$ cat src/rtl/rd_mst_arbiter_pkg.sv
// Shared types for the conv_engine read-master arbiter: FSM encoding, requester IDs
// and transfer-size defaults.
package rd_mst_arbiter_pkg;

  typedef enum logic [1:0] {
    ST_IDLE  = 2'd0,
    ST_ISSUE = 2'd1,
    ST_XFER  = 2'd2,
    ST_DONE  = 2'd3
  } arb_state_e;

  typedef enum logic {
    REQ_IFM = 1'b0,
    REQ_WGT = 1'b1
  } req_id_e;

  localparam int DATA_WIDTH_DEFAULT = 512;
  localparam int ADDR_WIDTH_DEFAULT = 64;
  localparam int XFER_BYTES_DEFAULT = 4096;

  // Stream beats needed to move one transfer of xfer_bytes.
  function automatic int calc_beats(input int xfer_bytes, input int data_width);
    return xfer_bytes / (data_width / 8);
  endfunction

endpackage

$ cat src/rtl/rd_mst_arbiter_if.sv
// Bundle of the two switch_buffer channels plus the shared read-master command and stream.
// The master modport is the arbiter's view; slave is the surrounding buffers/read master.
interface rd_mst_arbiter_if
  import rd_mst_arbiter_pkg::*;
#(
  parameter int DATA_WIDTH = DATA_WIDTH_DEFAULT,
  parameter int ADDR_WIDTH = ADDR_WIDTH_DEFAULT
);

  logic                  ifm_req;
  logic [ADDR_WIDTH-1:0] ifm_addr_base;
  logic [ADDR_WIDTH-1:0] ifm_offset;
  logic                  ifm_done;
  logic                  ifm_tvalid;
  logic [DATA_WIDTH-1:0] ifm_tdata;
  logic                  ifm_tready;

  logic                  wgt_req;
  logic [ADDR_WIDTH-1:0] wgt_addr_base;
  logic [ADDR_WIDTH-1:0] wgt_offset;
  logic                  wgt_done;
  logic                  wgt_tvalid;
  logic [DATA_WIDTH-1:0] wgt_tdata;
  logic                  wgt_tready;

  logic                  rmst_req;
  logic [ADDR_WIDTH-1:0] rmst_addr;
  logic [ADDR_WIDTH-1:0] rmst_size;
  logic                  rmst_done;
  logic                  axis_rmst_tvalid;
  logic [DATA_WIDTH-1:0] axis_rmst_tdata;
  logic                  axis_rmst_tready;

  modport master (
    input  ifm_req, ifm_addr_base, ifm_offset, ifm_tready,
    output ifm_done, ifm_tvalid, ifm_tdata,
    input  wgt_req, wgt_addr_base, wgt_offset, wgt_tready,
    output wgt_done, wgt_tvalid, wgt_tdata,
    output rmst_req, rmst_addr, rmst_size,
    input  rmst_done, axis_rmst_tvalid, axis_rmst_tdata,
    output axis_rmst_tready
  );

  modport slave (
    output ifm_req, ifm_addr_base, ifm_offset, ifm_tready,
    input  ifm_done, ifm_tvalid, ifm_tdata,
    output wgt_req, wgt_addr_base, wgt_offset, wgt_tready,
    input  wgt_done, wgt_tvalid, wgt_tdata,
    input  rmst_req, rmst_addr, rmst_size,
    output rmst_done, axis_rmst_tvalid, axis_rmst_tdata,
    input  axis_rmst_tready
  );

endinterface

$ cat src/rtl/rd_mst_arbiter_rr_arb2.sv
// Two-way round-robin arbiter: combinational grant, registered record of the last winner.
module rd_mst_arbiter_rr_arb2
  import rd_mst_arbiter_pkg::*;
(
  input  logic    clk,
  input  logic    rst_n,
  input  logic    req_ifm,
  input  logic    req_wgt,
  input  logic    update,
  input  req_id_e update_id,
  output logic    grant_valid,
  output req_id_e grant_id
);

  req_id_e last_grant_q;

  // Starting from WGT makes the first tie after reset go to IFM.
  always_ff @(posedge clk or negedge rst_n) begin
    if (!rst_n) begin
      last_grant_q <= REQ_WGT;
    end else if (update) begin
      last_grant_q <= update_id;
    end
  end

  always_comb begin
    grant_valid = req_ifm | req_wgt;
    grant_id    = REQ_IFM;
    if (req_ifm && req_wgt) begin
      grant_id = (last_grant_q == REQ_IFM) ? REQ_WGT : REQ_IFM;
    end else if (req_wgt) begin
      grant_id = REQ_WGT;
    end
  end

endmodule

$ cat src/rtl/rd_mst_arbiter.sv
// Shares one AXI read master between the IFM and WGT switch_buffers: round-robin grant,
// single transfer issue, zero-latency stream steering and per-transfer done pulse.
module rd_mst_arbiter
  import rd_mst_arbiter_pkg::*;
#(
  parameter int DATA_WIDTH = DATA_WIDTH_DEFAULT,
  parameter int ADDR_WIDTH = ADDR_WIDTH_DEFAULT,
  parameter int XFER_BYTES = XFER_BYTES_DEFAULT
)(
  input  logic              clk,
  input  logic              rst_n,
  rd_mst_arbiter_if.master  bus,
  output logic              busy,
  output logic              err
);

  localparam int BEATS = calc_beats(XFER_BYTES, DATA_WIDTH);
  localparam int CNT_W = $clog2(BEATS + 1);
  localparam logic [CNT_W-1:0] BEATS_C = CNT_W'(BEATS);
  localparam logic [CNT_W-1:0] LAST_C  = CNT_W'(BEATS - 1);

  arb_state_e            state_q, state_d;
  req_id_e               grant_q, grant_d;
  logic [ADDR_WIDTH-1:0] addr_q, addr_d;
  logic [CNT_W-1:0]      beat_cnt_q, beat_cnt_d;
  logic                  done_seen_q, done_seen_d;
  logic                  err_q, err_d;

  logic                  arb_valid;
  req_id_e               arb_id;
  logic                  arb_update;
  logic                  granted_tready;
  logic                  beat_room;
  logic                  beat_fire;
  logic                  all_beats;
  logic                  rd_done;

  rd_mst_arbiter_rr_arb2 u_rr_arb2 (
    .clk         (clk),
    .rst_n       (rst_n),
    .req_ifm     (bus.ifm_req),
    .req_wgt     (bus.wgt_req),
    .update      (arb_update),
    .update_id   (grant_q),
    .grant_valid (arb_valid),
    .grant_id    (arb_id)
  );

  always_ff @(posedge clk or negedge rst_n) begin
    if (!rst_n) begin
      state_q     <= ST_IDLE;
      grant_q     <= REQ_IFM;
      addr_q      <= '0;
      beat_cnt_q  <= '0;
      done_seen_q <= 1'b0;
      err_q       <= 1'b0;
    end else begin
      state_q     <= state_d;
      grant_q     <= grant_d;
      addr_q      <= addr_d;
      beat_cnt_q  <= beat_cnt_d;
      done_seen_q <= done_seen_d;
      err_q       <= err_d;
    end
  end

  always_comb begin
    state_d              = state_q;
    grant_d              = grant_q;
    addr_d               = addr_q;
    beat_cnt_d           = beat_cnt_q;
    done_seen_d          = done_seen_q;
    err_d                = err_q;
    arb_update           = 1'b0;
    beat_fire            = 1'b0;
    all_beats            = 1'b0;
    rd_done              = 1'b0;
    bus.rmst_req         = 1'b0;
    bus.rmst_addr        = '0;
    bus.axis_rmst_tready = 1'b0;
    bus.ifm_tvalid       = 1'b0;
    bus.wgt_tvalid       = 1'b0;
    bus.ifm_done         = 1'b0;
    bus.wgt_done         = 1'b0;

    granted_tready = (grant_q == REQ_WGT) ? bus.wgt_tready : bus.ifm_tready;
    beat_room      = (beat_cnt_q != BEATS_C);

    case (state_q)
      ST_IDLE: begin
        if (arb_valid) begin
          grant_d     = arb_id;
          addr_d      = (arb_id == REQ_WGT) ? (bus.wgt_addr_base + bus.wgt_offset)
                                            : (bus.ifm_addr_base + bus.ifm_offset);
          beat_cnt_d  = '0;
          done_seen_d = 1'b0;
          state_d     = ST_ISSUE;
        end
      end

      ST_ISSUE: begin
        bus.rmst_req  = 1'b1;
        bus.rmst_addr = addr_q;
        state_d       = ST_XFER;
      end

      ST_XFER: begin
        // Once the full transfer is in, the buffer must not see surplus beats either.
        if (beat_room) begin
          bus.axis_rmst_tready = granted_tready;
          if (grant_q == REQ_WGT) begin
            bus.wgt_tvalid = bus.axis_rmst_tvalid;
          end else begin
            bus.ifm_tvalid = bus.axis_rmst_tvalid;
          end
        end else if (bus.axis_rmst_tvalid) begin
          err_d = 1'b1;
        end
        beat_fire = beat_room && bus.axis_rmst_tvalid && granted_tready;
        if (beat_fire) begin
          beat_cnt_d = beat_cnt_q + CNT_W'(1);
        end
        if (bus.rmst_done) begin
          done_seen_d = 1'b1;
        end
        all_beats = !beat_room || (beat_fire && (beat_cnt_q == LAST_C));
        rd_done   = done_seen_q || bus.rmst_done;
        if (all_beats && rd_done) begin
          state_d = ST_DONE;
        end
      end

      ST_DONE: begin
        if (grant_q == REQ_WGT) begin
          bus.wgt_done = 1'b1;
        end else begin
          bus.ifm_done = 1'b1;
        end
        arb_update = 1'b1;
        state_d    = ST_IDLE;
      end

      default: begin
        state_d = ST_IDLE;
      end
    endcase

    // A completion with no transfer in flight is a protocol error, otherwise ignored.
    if (bus.rmst_done && (state_q != ST_XFER)) begin
      err_d = 1'b1;
    end
  end

  assign bus.ifm_tdata = bus.axis_rmst_tdata;
  assign bus.wgt_tdata = bus.axis_rmst_tdata;
  assign bus.rmst_size = ADDR_WIDTH'(XFER_BYTES);
  assign busy          = (state_q != ST_IDLE);
  assign err           = err_q;

endmodule

$ cat src/flat_wrapper.sv
// flat-port wrapper written by rule: the top's interface ports become plain ports
module rd_mst_arbiter_flat import rd_mst_arbiter_pkg::*;
#(
  parameter int DATA_WIDTH = DATA_WIDTH_DEFAULT,
  parameter int ADDR_WIDTH = ADDR_WIDTH_DEFAULT,
  parameter int XFER_BYTES = XFER_BYTES_DEFAULT
)
  (clk, rst_n, busy, err, bus_ifm_req, bus_ifm_addr_base, bus_ifm_offset, bus_ifm_tready, bus_ifm_done, bus_ifm_tvalid, bus_ifm_tdata, bus_wgt_req, bus_wgt_addr_base, bus_wgt_offset, bus_wgt_tready, bus_wgt_done, bus_wgt_tvalid, bus_wgt_tdata, bus_rmst_req, bus_rmst_addr, bus_rmst_size, bus_rmst_done, bus_axis_rmst_tvalid, bus_axis_rmst_tdata, bus_axis_rmst_tready);
  rd_mst_arbiter_if #(.DATA_WIDTH(DATA_WIDTH), .ADDR_WIDTH(ADDR_WIDTH)) bus_i ();
  input  logic clk;
  input  logic rst_n;
  output logic busy;
  output logic err;
  input wire logic [$bits(bus_i.ifm_req)-1:0] bus_ifm_req;
  input wire logic [$bits(bus_i.ifm_addr_base)-1:0] bus_ifm_addr_base;
  input wire logic [$bits(bus_i.ifm_offset)-1:0] bus_ifm_offset;
  input wire logic [$bits(bus_i.ifm_tready)-1:0] bus_ifm_tready;
  output wire logic [$bits(bus_i.ifm_done)-1:0] bus_ifm_done;
  output wire logic [$bits(bus_i.ifm_tvalid)-1:0] bus_ifm_tvalid;
  output wire logic [$bits(bus_i.ifm_tdata)-1:0] bus_ifm_tdata;
  input wire logic [$bits(bus_i.wgt_req)-1:0] bus_wgt_req;
  input wire logic [$bits(bus_i.wgt_addr_base)-1:0] bus_wgt_addr_base;
  input wire logic [$bits(bus_i.wgt_offset)-1:0] bus_wgt_offset;
  input wire logic [$bits(bus_i.wgt_tready)-1:0] bus_wgt_tready;
  output wire logic [$bits(bus_i.wgt_done)-1:0] bus_wgt_done;
  output wire logic [$bits(bus_i.wgt_tvalid)-1:0] bus_wgt_tvalid;
  output wire logic [$bits(bus_i.wgt_tdata)-1:0] bus_wgt_tdata;
  output wire logic [$bits(bus_i.rmst_req)-1:0] bus_rmst_req;
  output wire logic [$bits(bus_i.rmst_addr)-1:0] bus_rmst_addr;
  output wire logic [$bits(bus_i.rmst_size)-1:0] bus_rmst_size;
  input wire logic [$bits(bus_i.rmst_done)-1:0] bus_rmst_done;
  input wire logic [$bits(bus_i.axis_rmst_tvalid)-1:0] bus_axis_rmst_tvalid;
  input wire logic [$bits(bus_i.axis_rmst_tdata)-1:0] bus_axis_rmst_tdata;
  output wire logic [$bits(bus_i.axis_rmst_tready)-1:0] bus_axis_rmst_tready;
  assign bus_i.ifm_req = bus_ifm_req;
  assign bus_i.ifm_addr_base = bus_ifm_addr_base;
  assign bus_i.ifm_offset = bus_ifm_offset;
  assign bus_i.ifm_tready = bus_ifm_tready;
  assign bus_ifm_done = bus_i.ifm_done;
  assign bus_ifm_tvalid = bus_i.ifm_tvalid;
  assign bus_ifm_tdata = bus_i.ifm_tdata;
  assign bus_i.wgt_req = bus_wgt_req;
  assign bus_i.wgt_addr_base = bus_wgt_addr_base;
  assign bus_i.wgt_offset = bus_wgt_offset;
  assign bus_i.wgt_tready = bus_wgt_tready;
  assign bus_wgt_done = bus_i.wgt_done;
  assign bus_wgt_tvalid = bus_i.wgt_tvalid;
  assign bus_wgt_tdata = bus_i.wgt_tdata;
  assign bus_rmst_req = bus_i.rmst_req;
  assign bus_rmst_addr = bus_i.rmst_addr;
  assign bus_rmst_size = bus_i.rmst_size;
  assign bus_i.rmst_done = bus_rmst_done;
  assign bus_i.axis_rmst_tvalid = bus_axis_rmst_tvalid;
  assign bus_i.axis_rmst_tdata = bus_axis_rmst_tdata;
  assign bus_axis_rmst_tready = bus_i.axis_rmst_tready;
  rd_mst_arbiter #(.DATA_WIDTH(DATA_WIDTH), .ADDR_WIDTH(ADDR_WIDTH), .XFER_BYTES(XFER_BYTES)) u_core (.clk(clk), .rst_n(rst_n), .bus(bus_i), .busy(busy), .err(err));
endmodule
$ cat config.mk
export PLATFORM = sky130hd
export DESIGN_NAME = rd_mst_arbiter_flat
export DESIGN_NICKNAME = d
export VERILOG_FILES = /design/src/rtl/rd_mst_arbiter_pkg.sv /design/src/rtl/rd_mst_arbiter_if.sv /design/src/rtl/rd_mst_arbiter_rr_arb2.sv /design/src/rtl/rd_mst_arbiter.sv /design/src/flat_wrapper.sv
export SDC_FILE = /design/constraint.sdc
export NUM_CORES = 1
export LEC_CHECK = 0
export ABC_AREA = 1
export CORE_AREA = 2 2 760 762
export CTS_CLUSTER_SIZE = 16
export DETAILED_ROUTE_END_ITERATION = 16
export DIE_AREA = 0 0 762 764
export GPL_TIMING_DRIVEN = 0
export SETUP_SLACK_MARGIN = 0.15
export SLEW_MARGIN = 40
export SYNTH_ARGS = -nofsm -noshare
export SYNTH_HDL_FRONTEND = slang
export SYNTH_SLANG_ARGS = --single-unit
$ cat constraint.sdc
create_clock -name clk -period 4.05 [get_ports clk]
set_input_delay 1.215 -clock clk [delete_from_list [all_inputs] [get_ports clk]]
set_output_delay 1.215 -clock clk [all_outputs]
set_load 0.01 [all_outputs]
==> results of run 1 <==
flip-flops by register name, indices dropped and copies added, names as in the netlist:
signal,count
u_core.addr_q,64
u_core.beat_cnt_q,7
u_core.state_q,2
u_core.done_seen_q,1
u_core.err,1
u_core.grant_q,1
u_core.u_rr_arb2.last_grant_q,1
where the power goes:
group	internal, uW	leakage [uW]	switching, uW	total, uW
Sequential	1130	0.000925	226	1350
Clock	494	0.000148	476	970
Combinational	3010	0.0210	5270	8280
stage by stage:
step	TNS (ns)	instances	setup slack, ns	hold slack [ns]
after floorplan	0	4323	1.14	0.442
after global placement	-227.70	13300	-2.05	0.458
after detailed placement	-24.15	13300	-0.803	0.462
after CTS	0	13300	0.0604	0.476
after global routing	0	13300	0.111	0.496
final	0	13400	0.196	0.483
worst reg2reg max path: stages, from the launching register on:
cell and delay (ns):
dfstp_2 0.56, a21oi_4 0.15, inv_2 0.29, clkbuf_1 0.71, nand3_1 0.54, nand2_2 0.32
nand2_1 0.12, nand2_1 0.07
layer usage:
| metal | wire length [microns] | up-vias |
|---|---|---|
| met5 | 1740 | - |
| met4 | 14800 | 224 |
| li1 | - | 14600 |
| met3 | 81800 | 636 |
| met2 | 175000 | 2285 |
| met1 | 152000 | 14400 |
kinds of logic (layout without fill, tap and decap cells):
| group | after synthesis | after routing |
|---|---|---|
| and+or+nand+nor | 1958 | 1958 |
| adders and majority gates | 134 | 134 |
| buffers and inverters | 1845 | 3227 |
| muxes | 1 | 1 |
| DFF | 77 | 77 |
| AOI/OAI and AO/OA | 235 | 235 |
| xor gates and xnor gates | 9 | 9 |
| other | 2 | 129 |
what timing repair did:
action                                  in CTS  in global routing
buffers inserted                             0                  1
endpoints found under the setup margin      98                 41
resized for setup                           93                 39
pin swaps                                    1                  0
cell type report:
class | instances | share of cell area, %
inverter | 724 | 5.68
timing repair buffer | 1366 | 27.9
antenna | 65 | 0.340
multi-input combinational | 2401 | 24.1
sequential | 77 | 4.03
clock buffer | 9 | 0.471
buffer | 1121 | 17.4
clock inverter | 7 | 0.183
tap | 7587 | 19.8
path summary, 6_finish.rpt:
| kind | cells past startpoint | to | slack (ns) |
|---|---|---|---|
| worst max-delay path | 7 | bus_rmst_addr[11] | 0.20 |
| worst min-delay path | 2 | u_core.err | 0.48 |
| worst max register to register | 7 | u_core.addr_q[41] | 1.26 |
| worst min register to register | 2 | u_core.err | 0.48 |
| max in group asynchronous | 2 | u_core.addr_q[49] | 2.74 |
| min in group asynchronous | 1 | u_core.addr_q[0] | 0.67 |
cell usage in the layout, fill, tap and decap left out, types with 28 or more instances in the layout:
cell and count:
a21oi_1 137, buf_2 67, buf_4 1092, clkdlybuf4s50_1 1264, conb_1 64, dfrtp_1 76
diode_2 65, dlygate4sd2_1 30, ha_1 120, inv_1 706, nand2_1 1420, nand3_1 131
nand3_2 36, nand3b_1 28, nor2_1 234, o21ai_0 32
==> metrics.md, run 1 <==
| Metric | Value |
|---|---|
| RSZ-0062 raised after global routing | `true` |
| Leak | `0.0220 uW` |
| Delay-heaviest family, CP | `buffers and inverters` |
| Max Clock Freq | `0.259 GHz` |
| Final HPWL from detailed placement | `410,000 microns` |
| CTS Buf Count | `9` |
| Pwr Total | `10,600 uW` |
| Setup Viol. Count Final | `0` |
| Startpoint of the worst hold path | `u_core.err` |
| CTS tree | `done` |
| Initial antenna violation count | `308` |
| First-pass GRT wire length | `486,000 microns` |
| Hold_buf cts | `0` |
| Adder-cell share of the synthesized area | `7.08%` |
| WL/cell | `31.8 microns` |
| Crit path arrival time | `2.64 ns` |
| Critical path type | `reg2out` |
| Antenna-violating nets left | `0` |
| DRT iter0 DRCs | `2,599` |
| Area contributors post-synth | `buf_4 34%, nand2_1 23%, inv_1 11%` |
| Critical path buffers and inverters | `5` |
| Worst skew pair latency | `0.41 ns` |
| Max stage delay on crit path | `0.88 ns` |
| Max_cap viols | `0` |
| Routability cong. | `1.04` |
| Crit-path slowest cell | `clkdlybuf4s50_1` |
| GRT met3 Usage | `11.9%` |
| Synth unique cells | `40` |
| Met1 Use GR | `14.7%` |
| Die W | `762 microns` |
| Worst-path cell chain | `inv_1 -> ha_4 -> clkbuf_8 -> clkbuf_8 -> nand2_1 -> inv_1 -> clkdlybuf4s50_1` |
| #FFs+latches synth | `77` |
| Reg2reg start | `u_core.u_rr_arb2.last_grant_q` |
| Status | `finished, final reports clean` |
| GRT busiest layer | `met2` |
| Die Area | `0.582 sq mm` |
| Crit path from | `u_core.state_q[1]` |
| Clock-pin slew on the worst setup and hold paths | `0.06 ns` |
| H-Tree Level Count | `3` |
| Setup Skew | `0.0269 ns` |
| Via-to-Cell Ratio | `2.41` |
| Post-route cell area | `0.0478 sq mm` |
| Reg area | `0.00193 sq mm` |
| Top_reg_cell synth | `dfrtp_1` |
| Largest net degree at the start of global routing | `63` |
| Power per cell area | `222 mW/mm^2` |
| All-Layer GR Usage | `14.0%` |
| Final Hold Fails | `0` |
| Most frequent cell after synthesis | `nand2_1` |
| Post-synth top cells | `1,442 x nand2_1, 1,088 x buf_4, 707 x inv_1, 241 x nor2_1, 162 x nand3_1` |
| PortBufs | `1,359` |
| Ys async rst share | `100%` |
| Detailed Route WL | `425,000 microns` |
| Hold WC Path Type | `reg2reg` |
| Final core utilization | `8.32%` |
| Area growth, synth to finish | `100%` |
| Synth area leader | `buf_4` |
| DP Area | `0.0471 sq mm` |
| Filler cells | `67.8k` |
| Initial Utilization | `4.15%` |
| Row cnt | `279` |
| Register area share after synthesis | `8.08%` |
| Die Y | `764 microns` |
| CTS sink count | `77` |
| I/O pin count | `1,936` |
| Vias | `32.2k` |
| Vias in the first global route | `29.3k` |
| Final period utilization | `95.2%` |
| Xor and xnor area share after synthesis | `0.330%` |
| M2 GR Usage | `20.7%` |
| YS warnings | `0` |
| Compound-Gate Fraction of Synth Area | `5.19%` |
| Pre-Repair DR Iteration Count | `5` |
| Mux contribution to synthesized area | `0.0419%` |
| Average size of a mapped cell | `5.60 sq um` |
| Mapped Area | `0.0239 sq mm` |
| CTS Buffer Depth | `2` |
| Share of the synthesized area in the top cell type | `34.2%` |
| Post-synth EDFFs | `0` |
| Core ar. | `0.575 sq mm` |
| Final nets | `6,610` |
| Remaining Overflow, GRT | `0` |
| Tmin final | `3.85 ns` |
| Fin. max-slew vios | `0` |
| Crit-path max FO | `10` |
| Root Buffer | `clkbuf_16` |
| Area of the multi-input gates | `0.0115 sq mm` |
| WP data required | `2.83 ns` |
| Slew HR | `34.7%` |
| CP Capture Type | `primary output` |
| Largest family of logic cells by synthesized area | `buffers and inverters` |
| Synth Instances | `4,261` |
| Share of cells above drive strength 1 | `23.5%` |
| DRC errors left | `0` |
| CP startpoint kind | `flip-flop` |
| Synth Area in Simple Gates | `33.1%` |
| Slew of the pin with the lowest slew margin | `0.976 ns` |
| VDD IR max | `202 uV` |
No activity file was read; power rests on OpenSTA's default activity.
==> run 2: changes to the inputs <==
--- a/config.mk
+++ b/config.mk
@@ -10,7 +10,6 @@
 export CTS_CLUSTER_SIZE = 16
 export DETAILED_ROUTE_END_ITERATION = 16
 export DIE_AREA = 0 0 762 764
-export GPL_TIMING_DRIVEN = 0
 export SETUP_SLACK_MARGIN = 0.15
 export SLEW_MARGIN = 40
 export SYNTH_ARGS = -nofsm -noshare
==> metrics.md, run 2 (synthesis gave the netlist of run 1 again) <==
| Metric | Value |
|---|---|
| Sum of negative setup slack | `0 ns (unchanged)` |
| Reg2reg start | `u_core.state_q[0] (was u_core.u_rr_arb2.last_grant_q)` |
| Pre-Repair DR Iteration Count | `6 (was 5)` |
| Hold WC Path Type | `reg2reg (unchanged)` |
| Final hold slack | `0.480 ns (was 0.483 ns)` |
| Die Area | `0.582 sq mm (unchanged)` |
| I/O pin count | `1,936 (unchanged)` |
| Leak | `0.0139 uW (was 0.0220 uW)` |
| CP startpoint kind | `flip-flop (unchanged)` |
| Final Hold Fails | `0 (unchanged)` |
| Biggest regs | `u_core.addr_q x64, u_core.beat_cnt_q x7, u_core.state_q x2 (unchanged)` |
| Power per cell area | `252 mW/mm^2 (was 222 mW/mm^2)` |
| Final period utilization | `93.0% (was 95.2%)` |
| Worst skew pair latency | `0.43 ns (was 0.41 ns)` |
| Detailed Route WL | `418,000 microns (was 425,000 microns)` |
| Reg-to-Reg End | `u_core.addr_q[43] (was u_core.addr_q[41])` |
| Final worst slack | `0.284 ns (was 0.196 ns)` |
| DRT iter0 DRCs | `2,109 (was 2,599)` |
| All-Layer GR Usage | `13.8% (was 14.0%)` |
| DP Area | `0.0309 sq mm (was 0.0471 sq mm)` |
| Crit-path max FO | `23 (was 10)` |
| Max reg flops | `64 (unchanged)` |
| Slew of the pin with the lowest slew margin | `0.702 ns (was 0.976 ns)` |
| Core ar. | `0.575 sq mm (unchanged)` |
| Top reg by flops | `u_core.addr_q (unchanged)` |
| Setup Viol. Count Final | `0 (unchanged)` |
| RSZ-0062 raised after global routing | `false (was true)` |
| Die W | `762 microns (unchanged)` |
| Antenna-violating nets left | `0 (unchanged)` |
| Hold_buf cts | `0 (unchanged)` |
| CTS sink count | `77 (unchanged)` |
| Hold path cells | `2 (unchanged)` |
| Critical path type | `reg2out (unchanged)` |
| Postcts setup bufs | `0 (unchanged)` |
| Startpoint of the worst hold path | `u_core.err (unchanged)` |
| Initial Utilization | `4.15% (unchanged)` |
| CTS Buf Count | `9 (unchanged)` |
| Worst Hold Path EP | `u_core.err (unchanged)` |
| Die Y | `764 microns (unchanged)` |
| Leading cell type in the layout, fill and taps excluded | `nand2_1 (unchanged)` |
| Share of cells above drive strength 1 | `8.88% (was 23.5%)` |
| Tmin final | `3.77 ns (was 3.85 ns)` |
| Vias | `25.0k (was 32.2k)` |
| Root Buffer | `clkbuf_16 (unchanged)` |
| Max Clock Freq | `0.266 GHz (was 0.259 GHz)` |
| VDD IR max | `597 uV (was 202 uV)` |
| Fin. max-slew vios | `0 (unchanged)` |
| Crit path from | `u_core.state_q[1] (unchanged)` |
| GRT met3 Usage | `22.5% (was 11.9%)` |
| Met1 Use GR | `7.89% (was 14.7%)` |
| DRC errors left | `0 (unchanged)` |
| Largest net degree at the start of global routing | `87 (was 63)` |
| CP Capture Type | `primary output (unchanged)` |
| Vias in the first global route | `22.3k (was 29.3k)` |
| Slew HR | `53.2% (was 34.7%)` |
| Filler cells | `68.4k (was 67.8k)` |
| M2 GR Usage | `20.1% (was 20.7%)` |
| Status | `finished, final reports clean (unchanged)` |
| First-pass GRT wire length | `469,000 microns (was 486,000 microns)` |
| Clock-pin slew on the worst setup and hold paths | `0.07 ns (was 0.06 ns)` |
| Area growth, synth to finish | `31.3% (was 100%)` |
| Row cnt | `279 (unchanged)` |
| R2R depth | `8 (was 7)` |
| GRT busiest layer | `met3 (was met2)` |
| WP data required | `2.83 ns (about the same)` |
| Via-to-Cell Ratio | `2.19 (was 2.41)` |
| Final nets | `4,713 (was 6,610)` |
| H-Tree Level Count | `3 (unchanged)` |
| Remaining Overflow, GRT | `0 (unchanged)` |
| Crit path arrival time | `2.55 ns (was 2.64 ns)` |
| Post-route cell area | `0.0314 sq mm (was 0.0478 sq mm)` |
| Initial antenna violation count | `251 (was 308)` |
| WL/cell | `36.6 microns (was 31.8 microns)` |
| CTS Buffer Depth | `2 (unchanged)` |
| Commonest cells after routing, fill and taps aside | `1,442 x nand2_1, 707 x inv_1, 316 x clkdlybuf4s50_1 (was 1,420 x nand2_1, 1,264 x clkdlybuf4s50_1, 1,092 x buf_4)` |
| FF-to-FF setup slack | `1.87 ns (was 1.26 ns)` |
| PortBufs | `335 (was 1,359)` |
| Dpl ws | `-0.175 ns (was -0.803 ns)` |
| Setup Skew | `0.0234 ns (was 0.0269 ns)` |
| Routability cong. | `0.891 (was 1.04)` |
| Max_cap viols | `0 (unchanged)` |
| CTS tree | `done (unchanged)` |
| Final core utilization | `5.45% (was 8.32%)` |
| Final HPWL from detailed placement | `398,000 microns (was 410,000 microns)` |
-- run 2: cell types whose count changed in the layout (fill, tap and decap cells not counted), moves of 25 or more --
cell and delta:
nand3_2 -28, clkdlybuf4s50_1 -948, dlygate4sd2_1 -25, buf_2 -67, buf_4 -858, nand3_1 +29, diode_2 -32
-- run 2: repair_timing --
action / 4_1_cts / 5_1_grt
setup endpoints to repair: 13 / 11
pin swaps: 0 / 0
cloned: 1 / 0
gates resized for setup: 7 / 11
endpoints found under the hold margin: 0 / 0
-- run 2: through the flow --
step,cells,total power (uW)
3_5_place_dp,11400,7030
4_1_cts,11400,8170
2_1_floorplan,4323,4680
5_1_grt,11400,8550
6_report,11400,7910
3_3_place_gp,11400,7010
-- run 2: final cells by class --
type                            instances  area, sq um  share of cell area (%)
Inverter                              724         2720                    8.67
Multi-Input combinational cell       2401        11200                    35.7
Sequential cell                        77         1930                    6.15
Antenna cell                           33         82.6                   0.263
Clock buffer                            9          225                   0.718
Tap cell                             7587         9490                    30.3
Clock inverter                          7         88.8                   0.283
Timing Repair Buffer                  590         5620                    17.9
-- run 2: worst max-delay path by stage --
stage / end / slack (ns) / cells after the start
5_1_grt: bus_rmst_addr[11] / 0.16 / 6
3_5_place_dp: u_core.addr_q[46] / -0.18 / 20
2_1_floorplan: u_core.addr_q[62] / 1.14 / 16
3_3_place_gp: u_core.addr_q[62] / -0.30 / 20
4_1_cts: bus_rmst_addr[17] / 0.17 / 6
6_report: bus_rmst_addr[1] / 0.28 / 6
-- run 2: power by group --
group	internal [uW]	switching, uW
registers	1120	337
clock network	497	511
logic	1970	3470
total	3590	4310
-- run 2: worst max-delay path, stage by stage, from the launching register on --
cell and delay (ns):
dfrtp_1 0.41, inv_1 0.14, ha_4 0.26, bufbuf_16 0.42, nand2_1 0.08, inv_1 0.05
clkdlybuf4s50_1 0.75
-- run 2: metal layers --
metal	wire [microns]	up-vias	part of all wire, %
met4	19100	168	4.6
met5	2200	-	0.53
met1	82700	10300	20
met2	168000	3046	40
met3	147000	756	35
li1	-	10700	-
